$ cat config.mk
export PLATFORM = sky130hd
export DESIGN_NAME = ch_instruction_sequencer_flat
export DESIGN_NICKNAME = d
export VERILOG_FILES = /design/src/rtl/ch_instruction_sequencer_if.sv /design/src/rtl/ch_instruction_sequencer.sv /design/src/flat_wrapper.sv
export SDC_FILE = /design/constraint.sdc
export NUM_CORES = 1
export LEC_CHECK = 0
export ABC_AREA = 1
export ABC_CLOCK_PERIOD_IN_PS = 3100
export CORE_UTILIZATION = 55
export CTS_BUF_LIST = sky130_fd_sc_hd__clkbuf_4 sky130_fd_sc_hd__clkbuf_8 sky130_fd_sc_hd__clkbuf_16
export DETAILED_ROUTE_END_ITERATION = 10
export PLACE_DENSITY = 0.83
export SYNTH_ARGS = -nofsm -noshare
export SYNTH_HDL_FRONTEND = slang
export SYNTH_SLANG_ARGS = --single-unit
$ cat constraint.sdc
create_clock -name CLK -period 3.1 [get_ports CLK]
set_input_delay 0.93 -clock CLK [delete_from_list [all_inputs] [get_ports CLK]]
set_output_delay 0.93 -clock CLK [all_outputs]
set_load 0.05 [all_outputs]
$ cat src/rtl/ch_instruction_sequencer_if.sv
// ch_instruction_sequencer_if: instruction valid/ready handshake into the sequencer
interface ch_instruction_sequencer_if;
    logic       instr_valid;
    logic [2:0] instr_code;
    logic       instr_ready;
    modport master (output instr_valid, output instr_code, input instr_ready);
    modport slave (input instr_valid, input instr_code, output instr_ready);
endinterface

$ cat src/rtl/ch_instruction_sequencer.sv
// ch_instruction_sequencer: turns instructions into separated, mutually exclusive channel control pulses
module ch_instruction_sequencer #(
    parameter int PULSE_W = 4,
    parameter int DELAY_W = 8
) (
    input  logic                      CLK,
    input  logic                      RST,
    ch_instruction_sequencer_if.slave ins,
    input  logic                      auto_stop_en,
    input  logic [DELAY_W-1:0]        stop_delay,
    input  logic                      STOP_REQUEST,
    output logic                      INST_START,
    output logic                      start1,
    output logic                      start2,
    output logic                      start4,
    output logic                      INST_STOP,
    output logic                      INST_READOUT,
    output logic [2:0]                seq_state,
    output logic                      err_illegal
);
    typedef enum logic [2:0] {IDLE, ARMING, ARMED, DELAY, STOPPING, STOPPED, READING, READOUT} state_t;
    state_t state, state_n;
    logic [4:0] cnt, cnt_n;
    logic [DELAY_W-1:0] dly, dly_n;
    logic [1:0] code, code_n;
    logic [2:0] sync;
    logic [5:0] pulse_n;
    logic acc, arm, legal, err_n, edge_det;
    assign ins.instr_ready = !RST && state inside {IDLE, ARMED, DELAY, STOPPED, READOUT};
    assign acc = ins.instr_valid && ins.instr_ready;
    assign edge_det = sync[1] && !sync[2];
    assign seq_state = state;
    always_ff @(posedge CLK) begin
        if (RST) begin
            state <= IDLE;
            cnt <= '0;
            dly <= '0;
            code <= '0;
            sync <= '0;
            err_illegal <= 1'b0;
            {INST_START, start1, start2, start4, INST_STOP, INST_READOUT} <= '0;
        end else begin
            state <= state_n;
            cnt <= cnt_n;
            dly <= dly_n;
            code <= code_n;
            sync <= {sync[1:0], STOP_REQUEST};
            err_illegal <= err_n;
            {INST_START, start1, start2, start4, INST_STOP, INST_READOUT} <= pulse_n;
        end
    end
    always_comb begin
        arm = ins.instr_code inside {3'd1, 3'd2, 3'd3};
        legal = ins.instr_code == 3'd0 || ins.instr_code == 3'd6
            || (arm && state inside {IDLE, STOPPED, READOUT})
            || (ins.instr_code == 3'd4 && state inside {ARMED, DELAY})
            || (ins.instr_code == 3'd5 && state == STOPPED);
        state_n = state;
        cnt_n = '0;
        dly_n = dly;
        code_n = code;
        err_n = acc ? (ins.instr_code != 3'd6 && (err_illegal || !legal)) : err_illegal;
        case (state)
            ARMING: begin
                state_n = cnt == 5'(2 * PULSE_W) ? ARMED : ARMING;
                cnt_n = cnt == 5'(2 * PULSE_W) ? '0 : cnt + 5'd1;
            end
            STOPPING, READING: begin
                state_n = cnt != 5'(PULSE_W - 1) ? state : (state == STOPPING ? STOPPED : READOUT);
                cnt_n = cnt == 5'(PULSE_W - 1) ? '0 : cnt + 5'd1;
            end
            ARMED: if (auto_stop_en && edge_det) begin
                state_n = DELAY;
                dly_n = stop_delay;
            end
            // an instruction accepted on the terminal count holds off the auto-stop
            DELAY: begin
                state_n = !acc && dly == '0 ? STOPPING : DELAY;
                dly_n = dly == '0 ? '0 : dly - DELAY_W'(1);
            end
            default: ;
        endcase
        if (acc && legal && arm) begin
            state_n = ARMING;
            code_n = ins.instr_code[1:0];
        end
        if (acc && legal && ins.instr_code == 3'd4) state_n = STOPPING;
        if (acc && legal && ins.instr_code == 3'd5) state_n = READING;
    end
    // pulses decode the upcoming state so they leave the flops already aligned
    always_comb begin
        pulse_n = '0;
        pulse_n[5] = state_n == ARMING && cnt_n < 5'(PULSE_W);
        pulse_n[4] = state_n == ARMING && cnt_n > 5'(PULSE_W) && code_n == 2'd1;
        pulse_n[3] = state_n == ARMING && cnt_n > 5'(PULSE_W) && code_n == 2'd2;
        pulse_n[2] = state_n == ARMING && cnt_n > 5'(PULSE_W) && code_n == 2'd3;
        pulse_n[1] = state_n == STOPPING;
        pulse_n[0] = state_n == READING;
    end
endmodule

$ cat src/flat_wrapper.sv
// flat-port wrapper written by rule: the top's interface ports become plain ports
module ch_instruction_sequencer_flat 
#(
    parameter int PULSE_W = 4,
    parameter int DELAY_W = 8
)
  (CLK, RST, auto_stop_en, stop_delay, STOP_REQUEST, INST_START, start1, start2, start4, INST_STOP, INST_READOUT, seq_state, err_illegal, ins_instr_valid, ins_instr_code, ins_instr_ready);
  ch_instruction_sequencer_if ins_i ();
  input  logic CLK;
  input  logic RST;
  input  logic auto_stop_en;
  input  logic [DELAY_W-1:0] stop_delay;
  input  logic STOP_REQUEST;
  output logic INST_START;
  output logic start1;
  output logic start2;
  output logic start4;
  output logic INST_STOP;
  output logic INST_READOUT;
  output logic [2:0] seq_state;
  output logic err_illegal;
  input wire logic [$bits(ins_i.instr_valid)-1:0] ins_instr_valid;
  input wire logic [$bits(ins_i.instr_code)-1:0] ins_instr_code;
  output wire logic [$bits(ins_i.instr_ready)-1:0] ins_instr_ready;
  assign ins_i.instr_valid = ins_instr_valid;
  assign ins_i.instr_code = ins_instr_code;
  assign ins_instr_ready = ins_i.instr_ready;
  ch_instruction_sequencer #(.PULSE_W(PULSE_W), .DELAY_W(DELAY_W)) u_core (.CLK(CLK), .RST(RST), .ins(ins_i), .auto_stop_en(auto_stop_en), .stop_delay(stop_delay), .STOP_REQUEST(STOP_REQUEST), .INST_START(INST_START), .start1(start1), .start2(start2), .start4(start4), .INST_STOP(INST_STOP), .INST_READOUT(INST_READOUT), .seq_state(seq_state), .err_illegal(err_illegal));
endmodule
# After elaboration in Yosys (flattened, before gate mapping)
# Cells that the tools add are included.
# W data, S select, Z words.
# classes
add_sub_neg	2
n_lt_le_gt_ge	2
n_eq_ne	24
mux	16
n_reduce_logical	36
# ops
operator	n
$eq A3 B3 Y1 const B	9
$logic_and A1 B1 Y1	18
$mux W3	6
$mux W8	2
$pmux W8 S2	1
$eq A3 B2 Y1 const B	4
$pmux W3 S4	1
$mux W5	2
$pmux W5 S2	1
$eq A3 B1 Y1 const B	3
$logic_not A8 Y1	1
$sub A8 B1 Y8 const B	1
$logic_not A3 Y1	2
$mux W2	3
$reduce_bool A3 Y1	2
$add A5 B1 Y5 const B	1
$eq A5 B2 Y1 const B	1
$eq A5 B4 Y1 const B	1
$gt A5 B3 Y1 const B	1
$logic_or A1 B1 Y1	5
$lt A5 B3 Y1 const B	1
$ne A5 B2 Y1 const B	1
$reduce_bool A5 Y1	1
$eq A2 B2 Y1 const B	2
7 further kinds	10
# totals
regBits	28
inputBits	16
output_inout_bits	11
elab_cells	92

# Longest topological paths before layout
# Gate-level depths: netlist of the first run.
# logic_depth
ltp_word	14
mapped_depth	13
depth_no_buf	13

# Worst setup path after synthesis of the first run
# Ideal clock, no wire load.
# synth_timing
kind	input-to-output
startpoint	input RST
endpoint	output ins_instr_ready
t_arrival_ns	1.790
required_time_ns	2.170
setup_slack_ns	0.380
path_stages	2
path_buffers	1
cell_sequence	clkbuf_1 -> nor2_1
# synth_between
elab_chain_cells	2
# synth_rtl
item	line_no	source
start: declaration	flat_wrapper.sv:10	input logic RST;
$logic_not A1 Y1	ch_instruction_sequencer.sv:29	assign ins.instr_ready = !RST && state inside {IDLE, ARMED, DELAY, STOPPED, READOUT};
$logic_and A1 B1 Y1	ch_instruction_sequencer.sv:29	
end: declaration	flat_wrapper.sv:24	output wire logic [$bits(ins_i.instr_ready)-1:0] ins_instr_ready;
# Every way passes these cells.

# Worst setup path in the final report of the first run
# Same ends and word-level chain as after synthesis.

==> impl_metrics.prom, run 1 <==
# TYPE chip_impl_metric gauge
chip_impl_metric{name="max_clock_freq",unit="GHz"} 0.3779
chip_impl_metric{name="synth_enable_flop_cells",unit=""} 0
chip_impl_metric{name="grt_use_met3",unit="%"} 5.556
chip_impl_info{name="path_cells",value="clkdlybuf4s50_1, nor2_1, buf_12"} 1
chip_impl_metric{name="cts.htree.levels",unit=""} 1
chip_impl_metric{name="synth-compound-area-share",unit="%"} 14.03
chip_impl_metric{name="floorplan.die_area",unit="sq mm"} 0.002988
chip_impl_info{name="yosysTopAreaCell",value="dfxtp_1"} 1
chip_impl_info{name="critical-path-slowest-cell",value="clkdlybuf4s50_1"} 1
chip_impl_metric{name="io_buffer_count",unit=""} 26
chip_impl_metric{name="cts_buffers",unit=""} 3
chip_impl_metric{name="post_cts.repair.setup_buffers",unit=""} 0
chip_impl_info{name="result_of_the_run",value="complete, no violations"} 1
chip_impl_metric{name="routed-via-count",unit=""} 1429
chip_impl_metric{name="clock_latency_on_the_worst_skew_pair",unit="ns"} 0.32
chip_impl_metric{name="area_delta_synth_final",unit="%"} 21.90
chip_impl_metric{name="number_of_hold_buffers_added_after_cts",unit=""} 0
chip_impl_metric{name="synth-adder-area-share",unit="%"} 3.281
chip_impl_info{name="setup_repair_after_global_routing_missed_its_margin",value="false"} 1
chip_impl_info{name="timing.hold.worst.class",value="register to register"} 1
chip_impl_metric{name="grt_pass1_wl",unit="microns"} 5175
chip_impl_metric{name="dr.pass1.iters",unit=""} 4
chip_impl_metric{name="core_region",unit="sq mm"} 0.002545
chip_impl_metric{name="timing.hold.ws",unit="ns"} 0.4131
chip_impl_metric{name="r2r_setup_slack",unit="ns"} 1.15
chip_impl_metric{name="cp_slowest_stage_delay",unit="ns"} 0.43
chip_impl_metric{name="hpwl_after_dpl",unit="microns"} 2368
chip_impl_metric{name="postRouteAntennaNets",unit=""} 0
chip_impl_metric{name="timing.critical_path.buf_inv",unit=""} 2
chip_impl_metric{name="synth_async_sr_flop_share",unit="%"} 0
chip_impl_metric{name="first_global_vias",unit=""} 1274
chip_impl_metric{name="grt_util_all_layers",unit="%"} 23.77
chip_impl_metric{name="reg2regPathDepth",unit=""} 10
chip_impl_metric{name="fraction_of_final_layout_cells_with_drive_strength_greater_than_1",unit="%"} 10.36
chip_impl_info{name="timing.rr.end",value="u_core.start4"} 1
chip_impl_info{name="top_usage_layer",value="met2"} 1
chip_impl_metric{name="arr_time_crit_path",unit="ns"} 1.72
chip_impl_metric{name="synthDistinctLibCells",unit=""} 24
chip_impl_metric{name="min_tclk_post_route",unit="ns"} 2.646
chip_impl_metric{name="chipHeight",unit="microns"} 54.66
chip_impl_metric{name="seqCellArea",unit="sq um"} 560.5
chip_impl_metric{name="finalSetupTns",unit="ns"} 0
chip_impl_metric{name="post_cts_resize_count",unit=""} 0
chip_impl_info{name="synthMostInstantiatedCell",value="nand2_1"} 1
chip_impl_metric{name="max_slew_margin",unit="%"} 66.43
chip_impl_info{name="ys_flop_type",value="dfxtp_1"} 1
chip_impl_metric{name="peak_supply_drop",unit="V"} 0.0003581
chip_impl_metric{name="clk_path_buf_depth",unit=""} 2
chip_impl_info{name="cpLargestDelayFamily",value="buffers and inverters"} 1
chip_impl_metric{name="net_count_reported_at_finish",unit=""} 273
chip_impl_info{name="timing.hold.worst.start",value="u_core.sync[0]"} 1
chip_impl_metric{name="timing.final.max_slew_violations",unit=""} 0
chip_impl_metric{name="globalRoute.totalOverflow",unit=""} 0
chip_impl_info{name="root_buffer_cell",value="clkbuf_4"} 1
chip_impl_metric{name="synth-seq-area-share",unit="%"} 36.75
chip_impl_metric{name="setup_violations",unit=""} 0
chip_impl_metric{name="post-route-drc-count",unit=""} 0
chip_impl_metric{name="crit_fanout",unit=""} 2
chip_impl_metric{name="multi_input_area",unit="sq um"} 829.5
chip_impl_metric{name="clock_pin_slew_reported_for_the_worst_setup_and_hold_paths_after_clock_tree_synthesis",unit="ns"} 0.15
chip_impl_metric{name="rows",unit=""} 18
chip_impl_metric{name="finalCritPeriodShare",unit="%"} 85.36
chip_impl_metric{name="via_per_inst",unit=""} 5.085
chip_impl_metric{name="netlist_area",unit="sq mm"} 0.001525
chip_impl_metric{name="filler_cell_count",unit=""} 199
chip_impl_metric{name="floorplan.initialDensity",unit="%"} 59.93
chip_impl_metric{name="met2_usage",unit="%"} 39.76
chip_impl_metric{name="routed_wl",unit="microns"} 3165
chip_impl_metric{name="tightestPinTransition",unit="ns"} 0.5020
chip_impl_metric{name="share_of_yosys_cell_area_claimed_by_the_top_area_cell_type",unit="%"} 36.75
chip_impl_metric{name="synth_cells",unit=""} 223
chip_impl_metric{name="synthesis.nets",unit=""} 243
chip_impl_info{name="end_kind",value="output pin"} 1
chip_impl_metric{name="power",unit="W"} 0.0006051
chip_impl_metric{name="antenna_found_initial",unit=""} 0
chip_impl_metric{name="share_of_synthesized_area_spent_on_multiplexers",unit="%"} 0
chip_impl_metric{name="grt_use_met1",unit="%"} 29.73
chip_impl_metric{name="grt_max_degree",unit=""} 15
chip_impl_metric{name="insertedDiodeCount",unit=""} 0
chip_impl_metric{name="post_synth_and_or_nand_nor_area_fraction",unit="%"} 34.21
chip_impl_metric{name="place_ws",unit="ns"} 0.4536
chip_impl_metric{name="post_synth.cell_area_avg",unit="sq um"} 6.840
chip_impl_metric{name="ys_ff_latch",unit=""} 28
chip_impl_metric{name="synth_xor_xnor_area_share",unit="%"} 2.871
chip_impl_info{name="critPathKind",value="input port to output pin"} 1
chip_impl_metric{name="drtIter0Drc",unit=""} 35
chip_impl_metric{name="die_width",unit="microns"} 54.66
chip_impl_metric{name="yosys_warnings",unit=""} 0
chip_impl_metric{name="timing.critical_path.required",unit="ns"} 2.17
chip_impl_info{name="dominant_cells_by_area_after_synthesis",value="dfxtp_1, nand2_1, nor2_1"} 1
chip_impl_info{name="end_point_of_the_worst_hold_path",value="u_core.sync[1]"} 1
chip_impl_metric{name="cts.sink_count",unit=""} 28
chip_impl_metric{name="max_cap_violations",unit=""} 0
chip_impl_info{name="cts_tree",value="done"} 1
chip_impl_metric{name="boundaryPins",unit=""} 27
chip_impl_metric{name="power_leakage",unit="nW"} 0.8334
chip_impl_info{name="synth_top_family_by_area",value="simple AND/OR/NAND/NOR gates"} 1
chip_impl_info{name="ys_top_cells_by_count",value="nand2_1, nor2_1, inv_1"} 1
chip_impl_metric{name="route.detailed.wl_per_inst",unit="microns"} 11.26
chip_impl_metric{name="final.setup.worst_slack",unit="ns"} 0.4538
chip_impl_metric{name="finalClockSkew",unit="ns"} 0.006452
chip_impl_metric{name="finalHoldViolations",unit=""} 0
chip_impl_info{name="critPathLaunchType",value="input port"} 1
chip_impl_metric{name="p_per_area",unit="mW/mm^2"} 325.4
chip_impl_info{name="critical_path.reg2reg.startpoint",value="u_core.seq_state[0]"} 1
chip_impl_metric{name="min_path_cells",unit=""} 2
chip_impl_metric{name="finalWeightedCongestion",unit=""} 0.8333
-- per-stage QoR --
stage	utilization (%)	std cells	cell area [sq um]
6_report	73.06	281	1859
5_1_grt	73.06	281	1859
4_1_cts	73.06	281	1859
3_5_place_dp	72.17	278	1837
3_3_place_gp	72.17	278	1837
2_1_floorplan	-	223	1525
-- placed cells by master (no fill, tap or decap), drive strengths merged --
master	instances
nand3	23
nand2	37
dfxtp	28
a31o	2
o21ai	22
nand4	6
a21oi	12
ha	4
clkdlybuf4s50	25
nor2	39
inv	33
clkbuf	3
or2	1
a21boi	1
nor3	4
nand3b	1
buf	3
o211ai	2
xor2	5
-- per-layer routing --
layer | wire length (microns) | share of wire (%)
met5 | 0 | 0
met2 | 1405 | 44
met4 | 18 | 0.57
met1 | 1613 | 51
met3 | 127 | 4.0
-- layout make-up --
type                       instances  area share (%)
clock buffer                       3           1.211
inverter                          33           6.662
timing repair buffer              28           15.34
tap                               30           2.019
sequential                        28           30.15
multi-input combinational        159           44.62
-- how the worst max path moves through the flow --
stage / from / end / slack (ns) / cells past startpoint
finish: RST / ins_instr_ready / 0.45 / 3
global route: u_core.seq_state[0] / seq_state[0] / 0.40 / 1
CTS: RST / ins_instr_ready / 0.45 / 3
detailed placement: RST / ins_instr_ready / 0.45 / 3
global placement: RST / ins_instr_ready / 0.46 / 3
floorplan: RST / ins_instr_ready / 0.38 / 2
-- tightest hold or removal path, cell delays in order, from the launching register on --
cell and delay [ns]:
dfxtp_1 0.33, inv_1 0.04, nor2_1 0.03
-- cell families after synthesis --
group           after synthesis
flops                        28
buf+inv                      36
simple gates                111
fa+ha+maj                     4
compound gates               39
xor+xnor                      5
-- sequential cells by signal, indices dropped and copies added (netlist names) --
register	count
u_core.start2	1
u_core.err_illegal	1
u_core.INST_READOUT	1
u_core.start4	1
u_core.seq_state	3
u_core.sync	3
u_core.INST_STOP	1
u_core.start1	1
u_core.INST_START	1
u_core.code	2
u_core.dly	8
u_core.cnt	5
-- power breakdown --
group / internal [W] / total (W) / switching (W)
clock network: 0.0000456 / 0.000149 / 0.000104
registers: 0.000365 / 0.000369 / 0.00000357
logic: 0.0000386 / 0.0000866 / 0.0000481
total: 0.000450 / 0.000605 / 0.000156
No activity file was read; power rests on OpenSTA's default activity.
==> run 2, diff against run 1 <==
ABC_CLOCK_PERIOD_IN_PS = 2250   (was 3100)
CORE_MARGIN = 4   (was default)
CORE_UTILIZATION = 47   (was 55)
MAX_ROUTING_LAYER = met4   (was default)
PLACE_DENSITY = 0.75   (was 0.83)
clock period = 2.25 ns   (was 3.1 ns; I/O delays follow)
==> run 2 against run 1 <==
Die area up 41%. Sequential power rose by 38%. Setup slack worse by 0.37 ns. Flip-flop and latch count stayed put. Critical path depth fell by 2. Non-clock buffer count grew 9. Global-route usage shrank 5.3 points. Highest routed layer unchanged. Wire length up 6.9%. Power is 61% higher. Final cell count up 8.5%.
==> impl_metrics.prom, run 2 (synthesis results as in run 1) <==
# TYPE chip_impl_metric gauge
chip_impl_metric{name="grt_util_all_layers",unit="%"} 18.48
chip_impl_metric{name="crit_fanout",unit=""} 1
chip_impl_metric{name="globalRoute.totalOverflow",unit=""} 0
chip_impl_metric{name="timing.critical_path.required",unit="ns"} 1.57
chip_impl_metric{name="peak_supply_drop",unit="V"} 0.0003935
chip_impl_metric{name="clock_pin_slew_reported_for_the_worst_setup_and_hold_paths_after_clock_tree_synthesis",unit="ns"} 0.16
chip_impl_metric{name="first_global_vias",unit=""} 1430
chip_impl_metric{name="multi_input_area",unit="sq um"} 832.0
chip_impl_metric{name="boundaryPins",unit=""} 27
chip_impl_metric{name="finalClockSkew",unit="ns"} 0.01569
chip_impl_metric{name="min_tclk_post_route",unit="ns"} 2.168
chip_impl_info{name="layout_top_registers",value="u_core.dly: 8 flops, u_core.cnt: 5 flops"} 1
chip_impl_metric{name="dr.pass1.iters",unit=""} 4
chip_impl_metric{name="cts.htree.levels",unit=""} 1
chip_impl_info{name="critical-path-slowest-cell",value="clkdlybuf4s50_1"} 1
chip_impl_info{name="end_kind",value="output pin"} 1
chip_impl_metric{name="largest_register_ffs",unit=""} 8
chip_impl_metric{name="power_leakage",unit="nW"} 0.8966
chip_impl_metric{name="final.setup.worst_slack",unit="ns"} 0.08152
chip_impl_info{name="max_flop_register",value="u_core.dly"} 1
chip_impl_metric{name="grt_use_met3",unit="%"} 3.813
chip_impl_info{name="result_of_the_run",value="complete, no violations"} 1
chip_impl_metric{name="max_clock_freq",unit="GHz"} 0.4612
chip_impl_metric{name="finalHoldViolations",unit=""} 0
chip_impl_metric{name="timing.hold.ws",unit="ns"} 0.4116
chip_impl_metric{name="io_buffer_count",unit=""} 26
chip_impl_metric{name="hpwl_after_dpl",unit="microns"} 2628
chip_impl_metric{name="placed_cells",unit=""} 301
chip_impl_metric{name="p_per_area",unit="mW/mm^2"} 494.8
chip_impl_info{name="root_buffer_cell",value="clkbuf_4"} 1
chip_impl_metric{name="insertedDiodeCount",unit=""} 0
chip_impl_metric{name="die_width",unit="microns"} 64.97
chip_impl_info{name="critPathKind",value="register to output pin"} 1
chip_impl_metric{name="seqCellArea",unit="sq um"} 561.8
chip_impl_metric{name="core_region",unit="sq mm"} 0.003078
chip_impl_metric{name="fraction_of_final_layout_cells_with_drive_strength_greater_than_1",unit="%"} 15.71
chip_impl_info{name="timing.hold.worst.class",value="register to register"} 1
chip_impl_metric{name="cts.sink_count",unit=""} 28
chip_impl_metric{name="routed-via-count",unit=""} 1490
chip_impl_info{name="mostFrequentLayoutCell",value="nand2_1"} 1
chip_impl_metric{name="antenna_found_initial",unit=""} 0
chip_impl_metric{name="final_cells",unit=""} 305
chip_impl_metric{name="timing.critical_path.buf_inv",unit=""} 1
chip_impl_metric{name="met2_usage",unit="%"} 31.16
chip_impl_metric{name="floorplan.initialDensity",unit="%"} 49.55
chip_impl_metric{name="place_ws",unit="ns"} -0.1284
chip_impl_metric{name="grt_use_met1",unit="%"} 22.47
chip_impl_metric{name="cp_slowest_stage_delay",unit="ns"} 0.80
chip_impl_metric{name="max_slew_margin",unit="%"} 65.83
chip_impl_metric{name="post-route-drc-count",unit=""} 0
chip_impl_metric{name="clock_latency_on_the_worst_skew_pair",unit="ns"} 0.34
chip_impl_metric{name="setup_violations",unit=""} 0
chip_impl_metric{name="tightestPinTransition",unit="ns"} 0.5110
chip_impl_metric{name="postLayoutCoreUtil",unit="%"} 64.02
chip_impl_info{name="critPathLaunchType",value="register"} 1
chip_impl_metric{name="net_count_reported_at_finish",unit=""} 282
chip_impl_metric{name="drtIter0Drc",unit=""} 62
chip_impl_metric{name="area_delta_synth_final",unit="%"} 29.20
chip_impl_info{name="mostFrequentLayoutCells",value="nand2_1, nor2_1, inv_1"} 1
chip_impl_metric{name="routed_wl",unit="microns"} 3384
chip_impl_metric{name="clk_path_buf_depth",unit=""} 2
chip_impl_info{name="cts_tree",value="done"} 1
chip_impl_info{name="cpLargestDelayFamily",value="buffers and inverters"} 1
chip_impl_metric{name="timing.final.max_slew_violations",unit=""} 0
chip_impl_info{name="path_cells",value="clkdlybuf4s50_1"} 1
chip_impl_metric{name="postRouteAntennaNets",unit=""} 0
chip_impl_metric{name="floorplan.die_area",unit="sq mm"} 0.004220
chip_impl_metric{name="max_cap_violations",unit=""} 0
chip_impl_info{name="top_usage_layer",value="met2"} 1
chip_impl_metric{name="rows",unit=""} 20
chip_impl_metric{name="final_area",unit="sq mm"} 0.001971
chip_impl_metric{name="via_per_inst",unit=""} 4.885
chip_impl_metric{name="route.detailed.wl_per_inst",unit="microns"} 11.10
chip_impl_metric{name="grt_max_degree",unit=""} 17
chip_impl_metric{name="placed_cell_area",unit="sq mm"} 0.001917
chip_impl_info{name="setup_repair_after_global_routing_missed_its_margin",value="false"} 1
chip_impl_metric{name="finalCritPeriodShare",unit="%"} 96.38
chip_impl_metric{name="chipHeight",unit="microns"} 64.97
chip_impl_metric{name="finalWeightedCongestion",unit=""} 0.8605
chip_impl_metric{name="arr_time_crit_path",unit="ns"} 1.49
chip_impl_metric{name="filler_cell_count",unit=""} 297
chip_impl_metric{name="cts_buffers",unit=""} 3
chip_impl_metric{name="grt_pass1_wl",unit="microns"} 6044
==> run 2: cell types whose count changed in the layout (fill, tap and decap cells not counted) <==
cell	before	now
dfxtp_1	28	27
dfxtp_2	0	1
bufinv_16	0	1
buf_4	2	14
clkdlybuf4s50_1	25	22
nor2_1	34	33
nor2_2	5	6
==> run 2: where the power goes <==
part | internal [W] | leakage, nW | switching, W | total, W
Clock | 0.000180 | 0.0279 | 0.000157 | 0.000337
Combinational | 0.0000604 | 0.642 | 0.0000689 | 0.000129
Sequential | 0.000504 | 0.227 | 0.00000512 | 0.000509
Total | 0.000745 | 0.897 | 0.000231 | 0.000975
==> run 2: path summary, 6_finish.rpt <==
| kind | startpoint | to | slack, ns | cells after the start |
|---|---|---|---|---|
| hold / removal | u_core.sync[0] | u_core.sync[1] | 0.41 | 2 |
| setup / recovery | u_core.INST_START | INST_START | 0.08 | 1 |
| setup reg to reg | u_core.cnt[0] | u_core.start4 | 0.49 | 11 |
| hold reg to reg | u_core.sync[0] | u_core.sync[1] | 0.41 | 2 |
==> run 2: cell type report <==
| cell class | instances | share of cell area, % |
|---|---|---|
| Sequential cell | 28 | 28.51 |
| Clock inverter | 1 | 1.524 |
| Clock buffer | 3 | 1.143 |
| Multi-Input combinational cell | 159 | 42.22 |
| Timing Repair Buffer | 37 | 17.52 |
| Inverter | 33 | 6.286 |
| Tap cell | 44 | 2.794 |
==> run 2: metal layers <==
metal | wire length [microns] | vias up
met5 | 0 | -
li1 | - | 801
met3 | 105 | 4
met2 | 1600 | 23
met1 | 1646 | 662
met4 | 30 | 0
==> run 2: repair_timing <==
| action | in CTS | in global routing |
|---|---|---|
| hold buffers | 0 | 0 |
| setup endpoints to repair | 0 | 1 |
| gates resized for setup | 0 | 1 |
| buffers inserted | 0 | 0 |
==> run 2: through the flow <==
stage                power, W  TNS, ns
floorplan           0.0005838        0
CTS                 0.0009862        0
finish              0.0009751        0
global placement    0.0006463  -0.5248
global route         0.001014        0
detailed placement  0.0006483  -0.6768
==> run 3, diff against run 2 <==
CORE_ASPECT_RATIO = 0.9   (was default)
SLEW_MARGIN = 10   (was default)
==> run 3 against run 2 <==
Flip-flop and latch count stayed put. First-iteration DRC count is 18% lower. Sequential power hardly changed. Clock power is 39% lower. Critical path type unchanged. Register-to-register slack hardly changed. Global-route usage is 0.23 points lower. Non-clock buffer count is 1 higher. Critical endpoint is now err_illegal. Core utilization is 1.1 points lower.
==> impl_metrics.prom, run 3 (synthesis results as in run 1) <==
# TYPE chip_impl_metric gauge
chip_impl_info{name="cpLargestDelayFamily",value="buffers and inverters"} 1
chip_impl_metric{name="routed-via-count",unit=""} 1465
chip_impl_metric{name="grt_util_all_layers",unit="%"} 18.26
chip_impl_metric{name="area_delta_synth_final",unit="%"} 27.48
chip_impl_metric{name="via_per_inst",unit=""} 4.835
chip_impl_metric{name="max_cap_violations",unit=""} 0
chip_impl_info{name="mostFrequentLayoutCell",value="nand2_1"} 1
chip_impl_metric{name="timing.final.max_slew_violations",unit=""} 0
chip_impl_metric{name="fraction_of_final_layout_cells_with_drive_strength_greater_than_1",unit="%"} 15.33
chip_impl_metric{name="clk_path_buf_depth",unit=""} 2
chip_impl_metric{name="grt_pass1_wl",unit="microns"} 5692
chip_impl_metric{name="number_of_hold_buffers_added_after_cts",unit=""} 0
chip_impl_metric{name="largest_register_ffs",unit=""} 8
chip_impl_metric{name="filler_cell_count",unit=""} 308
chip_impl_info{name="top_usage_layer",value="met2"} 1
chip_impl_metric{name="peak_supply_drop",unit="V"} 0.0002948
chip_impl_metric{name="postRouteAntennaNets",unit=""} 0
chip_impl_info{name="critPathKind",value="register to output pin"} 1
chip_impl_metric{name="chipHeight",unit="microns"} 62.04
chip_impl_metric{name="max_clock_freq",unit="GHz"} 0.4612
chip_impl_metric{name="cts.htree.levels",unit=""} 1
chip_impl_info{name="result_of_the_run",value="complete, no violations"} 1
chip_impl_metric{name="finalWeightedCongestion",unit=""} 0.8506
chip_impl_metric{name="met2_usage",unit="%"} 27.75
chip_impl_metric{name="tightestPinTransition",unit="ns"} 0.5089
chip_impl_metric{name="fraction_of_power_consumed_by_the_clock_network",unit="%"} 24.2
chip_impl_metric{name="post_cts.repair.setup_buffers",unit=""} 0
chip_impl_metric{name="grt_use_met3",unit="%"} 3.957
chip_impl_metric{name="clock_latency_on_the_worst_skew_pair",unit="ns"} 0.32
chip_impl_metric{name="io_buffer_count",unit=""} 26
chip_impl_metric{name="cts.sink_count",unit=""} 28
chip_impl_info{name="cts_tree",value="done"} 1
chip_impl_metric{name="post_cts_resize_count",unit=""} 0
chip_impl_metric{name="setup_violations",unit=""} 0
chip_impl_metric{name="globalRoute.totalOverflow",unit=""} 0
chip_impl_info{name="critical-path-slowest-cell",value="clkdlybuf4s50_1"} 1
chip_impl_metric{name="grt_max_degree",unit=""} 15
chip_impl_metric{name="finalClockSkew",unit="ns"} 0.002355
chip_impl_metric{name="clock_pin_slew_reported_for_the_worst_setup_and_hold_paths_after_clock_tree_synthesis",unit="ns"} 0.14
chip_impl_metric{name="arr_time_crit_path",unit="ns"} 1.49
chip_impl_metric{name="switching_power",unit="W"} 0.0002147
chip_impl_metric{name="boundaryPins",unit=""} 27
chip_impl_metric{name="route.detailed.wl_per_inst",unit="microns"} 10.94
chip_impl_metric{name="finalHoldViolations",unit=""} 0
chip_impl_info{name="root_buffer_cell",value="clkbuf_4"} 1
chip_impl_metric{name="die_width",unit="microns"} 68.05
chip_impl_info{name="end_kind",value="output pin"} 1
chip_impl_metric{name="floorplan.die_area",unit="sq mm"} 0.004222
chip_impl_metric{name="routed_wl",unit="microns"} 3314
chip_impl_metric{name="power_frac_seq",unit="%"} 60.4
chip_impl_metric{name="power",unit="W"} 0.0008425
chip_impl_info{name="setup_repair_after_global_routing_missed_its_margin",value="false"} 1
chip_impl_metric{name="post-route-drc-count",unit=""} 0
chip_impl_metric{name="placed_cell_area",unit="sq mm"} 0.001922
chip_impl_metric{name="antenna_found_initial",unit=""} 0
chip_impl_metric{name="p_per_area",unit="mW/mm^2"} 433.3
chip_impl_metric{name="min_tclk_post_route",unit="ns"} 2.168
chip_impl_info{name="max_flop_register",value="u_core.dly"} 1
chip_impl_metric{name="core_region",unit="sq mm"} 0.003090
chip_impl_info{name="critPathLaunchType",value="register"} 1
chip_impl_metric{name="timing.hold.ws",unit="ns"} 0.4208
chip_impl_metric{name="cp_slowest_stage_delay",unit="ns"} 0.81
chip_impl_info{name="path_cells",value="clkdlybuf4s50_1"} 1
chip_impl_metric{name="net_count_reported_at_finish",unit=""} 283
chip_impl_metric{name="netSwitchingFraction",unit="%"} 25.48
chip_impl_metric{name="timing.critical_path.buf_inv",unit=""} 1
chip_impl_metric{name="timing.critical_path.required",unit="ns"} 1.57
chip_impl_info{name="layout_top_registers",value="u_core.dly: 8 flops, u_core.cnt: 5 flops"} 1
chip_impl_metric{name="power_leakage",unit="nW"} 0.8868
chip_impl_metric{name="insertedDiodeCount",unit=""} 0
chip_impl_info{name="mostFrequentLayoutCells",value="nand2_1, nor2_1, inv_1"} 1
chip_impl_metric{name="first_global_vias",unit=""} 1308
chip_impl_metric{name="dr.pass1.iters",unit=""} 4
chip_impl_metric{name="power_report.internal_total",unit="W"} 0.0006278
chip_impl_metric{name="floorplan.initialDensity",unit="%"} 49.35
chip_impl_metric{name="hpwl_after_dpl",unit="microns"} 2593
chip_impl_metric{name="rows",unit=""} 19
chip_impl_metric{name="power.combinational.fraction",unit="%"} 15.4
chip_impl_metric{name="finalCritPeriodShare",unit="%"} 96.37
chip_impl_metric{name="grt_use_met1",unit="%"} 24.62
chip_impl_metric{name="drtIter0Drc",unit=""} 51
chip_impl_info{name="timing.hold.worst.class",value="register to register"} 1
chip_impl_metric{name="max_slew_margin",unit="%"} 65.97
chip_impl_metric{name="cts_buffers",unit=""} 3
chip_impl_metric{name="final_area",unit="sq mm"} 0.001944
chip_impl_metric{name="crit_fanout",unit=""} 2
## run 3: layout make-up
type / count / area (sq um) / share of cell area (%)
Inverter: 33 / 123.9 / 6.371
Timing Repair Buffer: 38 / 352.8 / 18.15
Clock buffer: 3 / 22.52 / 1.158
Multi-Input combinational cell: 159 / 832.0 / 42.79
Sequential cell: 28 / 560.5 / 28.83
Tap cell: 42 / 52.55 / 2.703
## run 3: through the flow
stage / instances / TNS [ns] / setup slack (ns) / util [%]
4_1_cts: 303 / 0 / 0.05710 / 62.92
5_1_grt: 303 / 0 / 0.01264 / 62.92
2_1_floorplan: 223 / 0 / 0.08229 / -
3_5_place_dp: 300 / -0.7062 / -0.1313 / 62.19
6_report: 303 / 0 / 0.08165 / 62.92
3_3_place_gp: 300 / -0.3519 / -0.09040 / 62.19
## run 3: final timing paths
kind / cells past startpoint / slack [ns] / start / to
max: 1 / 0.08 / u_core.err_illegal / err_illegal
min: 2 / 0.42 / u_core.sync[0] / u_core.sync[1]
max reg2reg: 10 / 0.50 / u_core.cnt[0] / u_core.INST_STOP
min reg2reg: 2 / 0.42 / u_core.sync[0] / u_core.sync[1]
## run 3: per-layer routing
metal	vias to the layer above	share of wire (%)
met2	16	44
met4	0	0.81
met3	5	2.9
li1	807	-
met5	-	0
met1	637	53
## run 3: power groups by stage
stage,registers (W),clock network (W),logic [W]
floorplan,0.000530,0,0.0000536
global placement,0.000519,0,0.000129
detailed placement,0.000519,0,0.000130
CTS,0.000509,0.000211,0.000131
global route,0.000510,0.000235,0.000144
finish,0.000509,0.000204,0.000130
